## src/rtl/mem_pkg.sv

```systemverilog
// Shared types and constants for the memory access initiator and its arbiter.
package mem_pkg;

   localparam int unsigned WORD_BYTES_LOG2 = 2;
   localparam logic [31:0] DATA_BASE_DEF   = 32'h1000_0000;

   typedef enum logic [1:0] {
      IDLE   = 2'd0,
      ACCESS = 2'd1,
      RESP   = 2'd2
   } state_e;

   typedef enum logic {
      SRC_IF = 1'b0,
      SRC_D  = 1'b1
   } src_e;

   // A byte address is a legal word access only when its low offset bits are zero.
   function automatic logic is_misaligned(input logic [WORD_BYTES_LOG2-1:0] offset);
      return offset != '0;
   endfunction

endpackage

```

## src/rtl/rr_arbiter2.sv

```systemverilog
// Two-way round-robin arbiter: on a tie, the side not granted last time wins.
module rr_arbiter2
   import mem_pkg::*;
(
   input  logic clock,
   input  logic reset,
   input  logic en,
   input  logic req_if,
   input  logic req_d,
   output logic gnt_if_c,
   output logic gnt_d_c
);

   src_e last_q;

   always_comb begin
      gnt_if_c = 1'b0;
      gnt_d_c  = 1'b0;
      if (en) begin
         if (req_if && req_d) begin
            if (last_q == SRC_D) gnt_if_c = 1'b1;
            else                 gnt_d_c  = 1'b1;
         end else begin
            gnt_if_c = req_if;
            gnt_d_c  = req_d;
         end
      end
   end

   // Starting with DATA as last winner hands the first tie to fetch.
   always_ff @(posedge clock) begin
      if (reset) begin
         last_q <= SRC_D;
      end else if (gnt_if_c) begin
         last_q <= SRC_IF;
      end else if (gnt_d_c) begin
         last_q <= SRC_D;
      end
   end

endmodule

```

## src/rtl/mem_access_initiator.sv

```systemverilog
// Single-outstanding bus master arbitrating fetch and load/store ports onto the
// shared memory system: accept, one ACCESS cycle, then a one-cycle response.
module mem_access_initiator
   import mem_pkg::*;
#(
   parameter int unsigned       WIDTH     = 32,
   parameter logic [WIDTH-1:0]  DATA_BASE = WIDTH'(DATA_BASE_DEF),
   parameter int unsigned       CNT_W     = 16
)(
   input  logic             clock,
   input  logic             reset,
   input  logic             if_req_i,
   input  logic [WIDTH-1:0] if_addr_i,
   output logic             if_gnt_o,
   output logic             if_rvalid_o,
   output logic [WIDTH-1:0] if_rdata_o,
   output logic             if_err_o,
   input  logic             d_req_i,
   input  logic             d_we_i,
   input  logic [WIDTH-1:0] d_addr_i,
   input  logic [WIDTH-1:0] d_wdata_i,
   output logic             d_gnt_o,
   output logic             d_rvalid_o,
   output logic [WIDTH-1:0] d_rdata_o,
   output logic             d_err_o,
   output logic [WIDTH-1:0] mem_addr_o,
   output logic [WIDTH-1:0] mem_wdata_o,
   output logic             mem_we_o,
   input  logic [WIDTH-1:0] mem_rdata_i,
   output logic [CNT_W-1:0] conflict_cnt_o
);

   state_e           state_q, state_d;
   src_e             src_q;
   logic [WIDTH-1:0] addr_q, wdata_q;
   logic             we_q, err_q;
   logic [WIDTH-1:0] if_rdata_q, d_rdata_q;
   logic [CNT_W-1:0] cnt_q;

   logic             arb_en_c, gnt_if_c, gnt_d_c, accept_c;
   logic [WIDTH-1:0] acc_addr_c, acc_wdata_c;
   logic             acc_we_c, acc_err_c;

   // No acceptance while an access is in flight or reset is held.
   assign arb_en_c = !reset && (state_q != ACCESS);

   rr_arbiter2 u_arb (
      .clock    (clock),
      .reset    (reset),
      .en       (arb_en_c),
      .req_if   (if_req_i),
      .req_d    (d_req_i),
      .gnt_if_c (gnt_if_c),
      .gnt_d_c  (gnt_d_c)
   );

   assign if_gnt_o = gnt_if_c;
   assign d_gnt_o  = gnt_d_c;
   assign accept_c = gnt_if_c || gnt_d_c;

   // Winner's payload and fault classification, evaluated in the accepting cycle.
   assign acc_addr_c  = gnt_d_c ? d_addr_i : if_addr_i;
   assign acc_we_c    = gnt_d_c && d_we_i;
   assign acc_wdata_c = gnt_d_c ? d_wdata_i : '0;
   assign acc_err_c   = is_misaligned(acc_addr_c[WORD_BYTES_LOG2-1:0]) ||
                        (acc_we_c && (d_addr_i < DATA_BASE));

   always_ff @(posedge clock) begin
      if (reset) begin
         state_q <= IDLE;
      end else begin
         state_q <= state_d;
      end
   end

   always_comb begin
      state_d     = state_q;
      if_rvalid_o = 1'b0;
      d_rvalid_o  = 1'b0;
      if_err_o    = 1'b0;
      d_err_o     = 1'b0;
      mem_we_o    = 1'b0;
      case (state_q)
         IDLE: begin
            state_d = accept_c ? ACCESS : IDLE;
         end
         ACCESS: begin
            state_d  = RESP;
            mem_we_o = we_q && !err_q && !reset;
         end
         RESP: begin
            state_d = accept_c ? ACCESS : IDLE;
            if (src_q == SRC_IF) begin
               if_rvalid_o = 1'b1;
               if_err_o    = err_q;
            end else begin
               d_rvalid_o = 1'b1;
               d_err_o    = err_q;
            end
         end
         default: begin
            state_d = IDLE;
         end
      endcase
   end

   // Access payload registers, loaded on acceptance.
   always_ff @(posedge clock) begin
      if (reset) begin
         addr_q  <= '0;
         wdata_q <= '0;
         we_q    <= 1'b0;
         err_q   <= 1'b0;
         src_q   <= SRC_D;
      end else if (accept_c) begin
         addr_q  <= acc_addr_c;
         wdata_q <= acc_wdata_c;
         we_q    <= acc_we_c;
         err_q   <= acc_err_c;
         src_q   <= gnt_d_c ? SRC_D : SRC_IF;
      end
   end

   // Read data lands in the source port's register at the end of ACCESS; stores leave it alone.
   always_ff @(posedge clock) begin
      if (reset) begin
         if_rdata_q <= '0;
         d_rdata_q  <= '0;
      end else if ((state_q == ACCESS) && !we_q) begin
         if (src_q == SRC_IF) if_rdata_q <= mem_rdata_i;
         else                 d_rdata_q  <= mem_rdata_i;
      end
   end

   always_ff @(posedge clock) begin
      if (reset) begin
         cnt_q <= '0;
      end else if (accept_c && if_req_i && d_req_i && (cnt_q != '1)) begin
         cnt_q <= cnt_q + CNT_W'(1);
      end
   end

   assign mem_addr_o     = addr_q;
   assign mem_wdata_o    = wdata_q;
   assign if_rdata_o     = if_rdata_q;
   assign d_rdata_o      = d_rdata_q;
   assign conflict_cnt_o = cnt_q;

endmodule

```

## config.mk

```make
export PLATFORM = sky130hd
export DESIGN_NAME = mem_access_initiator
export DESIGN_NICKNAME = d
export VERILOG_FILES = /design/src/rtl/mem_pkg.sv /design/src/rtl/rr_arbiter2.sv /design/src/rtl/mem_access_initiator.sv
export SDC_FILE = /design/constraint.sdc
export NUM_CORES = 1
export LEC_CHECK = 0
export BUFFER_PORTS_ARGS = -buffer_cell sky130_fd_sc_hd__buf_2
export CORE_ASPECT_RATIO = 1.4
export CORE_MARGIN = 1
export CORE_UTILIZATION = 38
export CTS_CLUSTER_SIZE = 30
export DETAILED_ROUTE_END_ITERATION = 8
export GPL_TIMING_DRIVEN = 0
export MAX_ROUTING_LAYER = met4
export PLACE_DENSITY = 0.68
export SKIP_LAST_GASP = 1
export SLEW_MARGIN = 10
export SYNTH_ARGS = -nofsm -noshare
export SYNTH_HDL_FRONTEND = slang
export SYNTH_SLANG_ARGS = --single-unit
```

## constraint.sdc

```tcl
create_clock -name clock -period 1.79 [get_ports clock]
set_input_delay 0.179 -clock clock [delete_from_list [all_inputs] [get_ports clock]]
set_output_delay 0.179 -clock clock [all_outputs]
set_load 0.005 [all_outputs]
```

== Word-level counts from Yosys, hierarchy flattened ==
Index checks and enable logic that the tools add are counted.
Storage, ports and cells
  flip-flop bits (word level): 150
  latch bits: 0
  memory bits (writable): 0
  ROM bits: 0
  word-level logic and storage cells: 60
  memories kept: 0
Operators by class
  add/subtract/negate cells: 1
  multipliers: 0
  div/mod/pow operators: 0
  $lt $le $gt $ge: 1
  equal/unequal tests: 4
  shift operators: 0
  muxes and demuxes: 22
  bitwise operators: 1
  reductions and logical operators: 21
Operator list (count)
  $mux 32: 2
  $lt 32x29->1 const B: 1
  $mux 1: 19
  $add 16x1->16 const B: 1
  $ne 16x16->1 const B: 1
  $logic_and 1x1->1: 10
  $pmux 2 s2: 1
  $reduce_and 2->1: 2
  $reduce_bool 2->1: 2
  $logic_not 1->1: 3
  $eq 2x1->1 const B: 1
  $eq 2x2->1 const B: 1
  $logic_not 2->1: 1
  $logic_or 1x1->1: 2
  $ne 2x1->1 const B: 1
  $reduce_or 2->1: 1
  $not 1->1: 1

== Logic depth before layout (Yosys ltp) ==
  depth after elaboration: 7
  gate-level depth with buffers: 7
  mapped depth without buffers: 5

== By module ==
A second synthesis with hierarchy kept.
Unflattened totals
  cells, all modules: 739
  area, all modules: 5998.3 µm²
Modules (own cells, without submodules)
  mem_access_initiator: times used 1, cells each 731, area an instance 5939.4 µm², sequential area each 2982.9 µm²
  rr_arbiter2: times used 1, cells each 8, area an instance 58.8 µm², sequential area each 20.0 µm²

== Least setup slack after synthesis ==
OpenSTA, ideal clock, no wires.
  path type: flip-flop to flip-flop
  start point: register cnt_q[0], in the netlist conflict_cnt_o[0]
  end point: register cnt_q[10], in the netlist conflict_cnt_o[10]
  setup time: 0.070 ns
  data arrival time: 1.526 ns
  slack: 0.193 ns
  stages on the path, launching flop included: 6
  path buffers: 0
  cells stage by stage: dfxtp_1 -> ha_1 -> and3_1 -> nand3_1 -> or4_1 -> a21oi_1
On the way
  longest elaborated chain between the ends: 2
  elaborated cells on any way between the ends: 3
  those cells by class: add/sub (1); eq/ne (1); reduce/logical (1)
RTL lines
  start: declaration: RTL line mem_access_initiator.sv:38  | logic [CNT_W-1:0] cnt_q;
  start signal: assignment: RTL line mem_access_initiator.sv:139  | cnt_q <= cnt_q + CNT_W'(1);
  branches (longest 2 deep; another with $add 16x1->16)
Several ways; the timed one is not identified.
A chain may end at the register's enable or synchronous reset.

== Worst setup path after layout ==
  start point: register cnt_q[0], in the netlist conflict_cnt_o[0]
  end point: register cnt_q[4], in the netlist conflict_cnt_o[4]
Same word-level chain as after synthesis.

==> impl.org <==
** Outcome
- Result of the run :: complete, no violations

** Synthesis
- For this run, the number of Yosys warnings is 0.
- Syn_area_per_cell :: 8.725 sq um
- The cell area that synthesis handed to floorplanning was 5802 sq um.
- Count of distinct cell types in the synthesized netlist :: 44
- Post-synth top area cell :: dfxtp_1
- In this run, synthesis produced a sequential element count of 150.
- Among all flip-flop cells after synthesis, the most frequent one is dfxtp_1.
- Post-synth EDFFs :: 0
- Synthesis produced a netlist with a net count of 799.
- Part of the Yosys area used for sequential elements :: 0.5176
- Of the post-synthesis cell area, the dominant cell type holds 0.5176.
- Mapped Cells :: 665
- Top area cells in the synthesized netlist :: dfxtp_1, nand2_1, a21oi_1
- Fraction of synthesis flops using an asynchronous set or reset pin :: 0

** Timing
- Clock skew on the completed layout was measured at 0.01114 ns.
- Top achievable clock speed :: 592.5 MHz
- Post-route minimum period :: 1.688 ns
- Dividing the final minimum period by the clock period gives 0.9428.
- At the pin with the least slew margin, the transition time is 0.6554 ns.
- Final hold vios :: 0
- Max-slew violation count :: 0
- Setup repair after global routing missed its margin :: false
- Max_slew headroom :: 0.5630
- Setup violations remaining at the end of the flow were counted as 0.
- Worst Setup Slack, final :: 0.1024 ns
- Hold timing on the final database bottoms out at a slack of 0.01236 ns.

** Floorplan
- Die H :: 148.2 microns
- Placement Rows :: 53
- Core region area :: 14,990 sq um
- Initial cell density of the core :: 0.3871
- The die is 106.4 microns wide.
- Pin placement for this block handled 284 I/O pins.
- The die covers 15,770 sq um.

** Global route
- Pin count of the biggest net entering global routing :: 17
- Global routing usage summed across all routing layers :: 0.2325
- First-pass GRT wire length :: 28,150 microns
- Total global routing overflow :: 0
- The via count of the first global-routing pass came to 5,575.
- The number of antenna violations at the first check in global routing came to 0.

** Worst setup path
- The critical path goes through ha_2 -> nand4_1 -> nor4b_4 -> buf_4 -> o311ai_0 -> o41ai_1.
- Startpoint types :: flip-flop
- Data on the critical path is required at its endpoint by 2.09 ns.
- Crit-path max cell delay :: 0.37 ns
- The largest individual stage delay along the critical path comes from the cell dfxtp_2.
- The worst setup path is captured at a flip-flop.
- Worst setup path class :: reg2reg
- Biggest fanout along the worst timing path :: 10
- Data arrival, critical path :: 1.98 ns

** Drt
- Number of DRC markers in iteration 0 :: 232
- Remaining antenna violation count :: 0
- Signal routing reaches up to met4.
- The routed design has 18,020 microns of wire.
- Dividing the detail-routed wire length by the instance count gives 15.16 microns.
- Summing over every cut layer, the via total after detailed routing is 5,944.
- DR WL met2 :: 9390 microns
- DR WL met3 :: 830 microns
- Total DRC errors in the routed layout :: 0
- Detailed-routing wirelength on met1 :: 7423 microns
- Routed vias/inst :: 4.999
- Total iterations of the first detailed-routing run :: 4

** Placed design
- Before CTS, the worst setup slack after placement is -0.1473 ns.
- Final weighted congestion in routability-driven placement :: 0.8340
- Count of buffers from port buffering :: 281
- Detailed placement ended at an HPWL of 13,560 microns.

** Finish
- The area growth from synthesis to layout is 42.44%.
- The filler cells instantiated in the layout total 1,467.
- NumNets Final :: 1,119
- Final core area utilization :: 0.5514
- Number of inserted diodes :: 0
- Of the cells placed in the final design, the portion with a size suffix greater than 1 is 0.3611.
- Across the whole layout, storage elements account for 3007 sq um.
- Multi-input gate area in the final layout :: 2589 sq um
- Leaving out fill and tap cells, the most frequent cell in the layout is buf_2.
- Top library cells by usage in the layout, fill and taps aside :: buf_2, dfxtp_1, nand2_1

** CTS
- Clock latency reported for the late side of the worst-skew pair :: 0.42 ns
- Clock tree from TritonCTS :: built
- TritonCTS Buffers :: 17
- In this run the clock root is driven by a clkbuf_16.
- No sink is reached through more buffers than the 2 on the longest clock path.
- Deepest level of the CTS H-tree :: 4
- Clk sink count :: 150
- Clock-pin slew was measured on the worst setup and hold paths at 0.07 ns.

** Worst hold path
- In this run the worst hold path is classified as in2reg.

** Pwr
- Worst supply voltage drop on vdd :: 0.5752 mV
- The analysis attributes to cell leakage a power of 3.723 nW.
- Power per cell area :: 943.3 nW/um^2

** Flow run
- Across the run, the number of max-cap violations was 0.
[flip-flops by register name, indices dropped and copies added (netlist names)]
register        count
if_rdata_o         32
u_arb.last_q        1
we_q                1
state_q             2
mem_wdata_o        32
mem_addr_o         32
err_q               1
d_rdata_o          32
conflict_cnt_o     16
src_q               1
[area by class of cell]
type,count,share of cell area
plain buffers,50,0.02831
inverters,5,0.003482
flip-flops and latches,150,0.3638
repair buffers,302,0.1941
clock inverters,14,0.01650
well taps,192,0.02907
multi-input cells,459,0.3132
clock buffers,17,0.05148
[routing by layer]
metal,vias to the layer above,track usage
met1,2735,0.2587
li1,2979,-
met3,26,0.04119
met4,0,0.07808
met5,-,-
met2,204,0.4166
[cells in the mapped netlist (5+ instances only)]
master	n
buf_4	5
nand4_1	5
nand3_1	8
mux2i_1	33
dfxtp_1	150
or4_1	8
clkbuf_1	34
nand2_1	144
a22oi_1	33
and3_1	5
a21oi_1	78
buf_2	10
nor2_1	65
a211oi_1	31
o31ai_1	6
[repair_timing]
| item | 4_1_cts | 5_1_grt |
|---|---|---|
| setup buffers | 3 | 2 |
| hold buffers | 16 | 0 |
| endpoints found under the setup margin | 67 | 120 |
| pin swaps | 1 | 0 |
| endpoints found under the hold margin | 18 | 0 |
| resized for setup | 10 | 23 |
[power by group]
| part | internal [mW] | leakage (nW) | switching [mW] |
|---|---|---|---|
| clock network | 1.84 | 0.267 | 1.57 |
| logic | 0.397 | 2.23 | 0.436 |
| registers | 3.48 | 1.22 | 0.0763 |
| total | 5.71 | 3.72 | 2.09 |
[final timing paths]
path / from / endpoint / slack (ns) / cells after the start
worst min-delay path: d_wdata_i[20] / mem_wdata_o[20] / 0.01 / 3
worst max-delay path: conflict_cnt_o[0] / conflict_cnt_o[4] / 0.10 / 6
worst max register to register: conflict_cnt_o[0] / conflict_cnt_o[4] / 0.10 / 6
worst min register to register: if_rdata_o[28] / if_rdata_o[28] / 0.45 / 2
[through the flow]
| step | cells | setup TNS [ns] | area (sq um) | power, mW |
|---|---|---|---|---|
| finish | 1189 | 0 | 8264 | 7.796 |
| global route | 1189 | 0 | 8264 | 8.123 |
| CTS | 1188 | -1.686 | 8227 | 7.864 |
| detailed placement | 1138 | -3.892 | 7448 | 4.414 |
| global placement | 1138 | -2.446 | 7448 | 4.405 |
| floorplan | 665 | 0 | 5802 | 4.005 |
[worst max-delay path, delay by kind of cell, from the launching register on]
family	cells	cell delay, ns
DFF	1	0.37
adders and majority gates	1	0.21
buffers and inverters	1	0.21
and+or+nand+nor	2	0.55
AOI/OAI and AO/OA	2	0.24
[cell families (layout without fill, tap and decap cells)]
logic type,after synthesis,after routing,synth area share
compound gates,165,165,0.1809
fa+ha+maj,1,1,0.002156
buf+inv,56,388,0.04162
flops,150,150,0.5176
mux,33,33,0.05693
simple gates,260,260,0.2008
(Power assumes the default switching activity.)
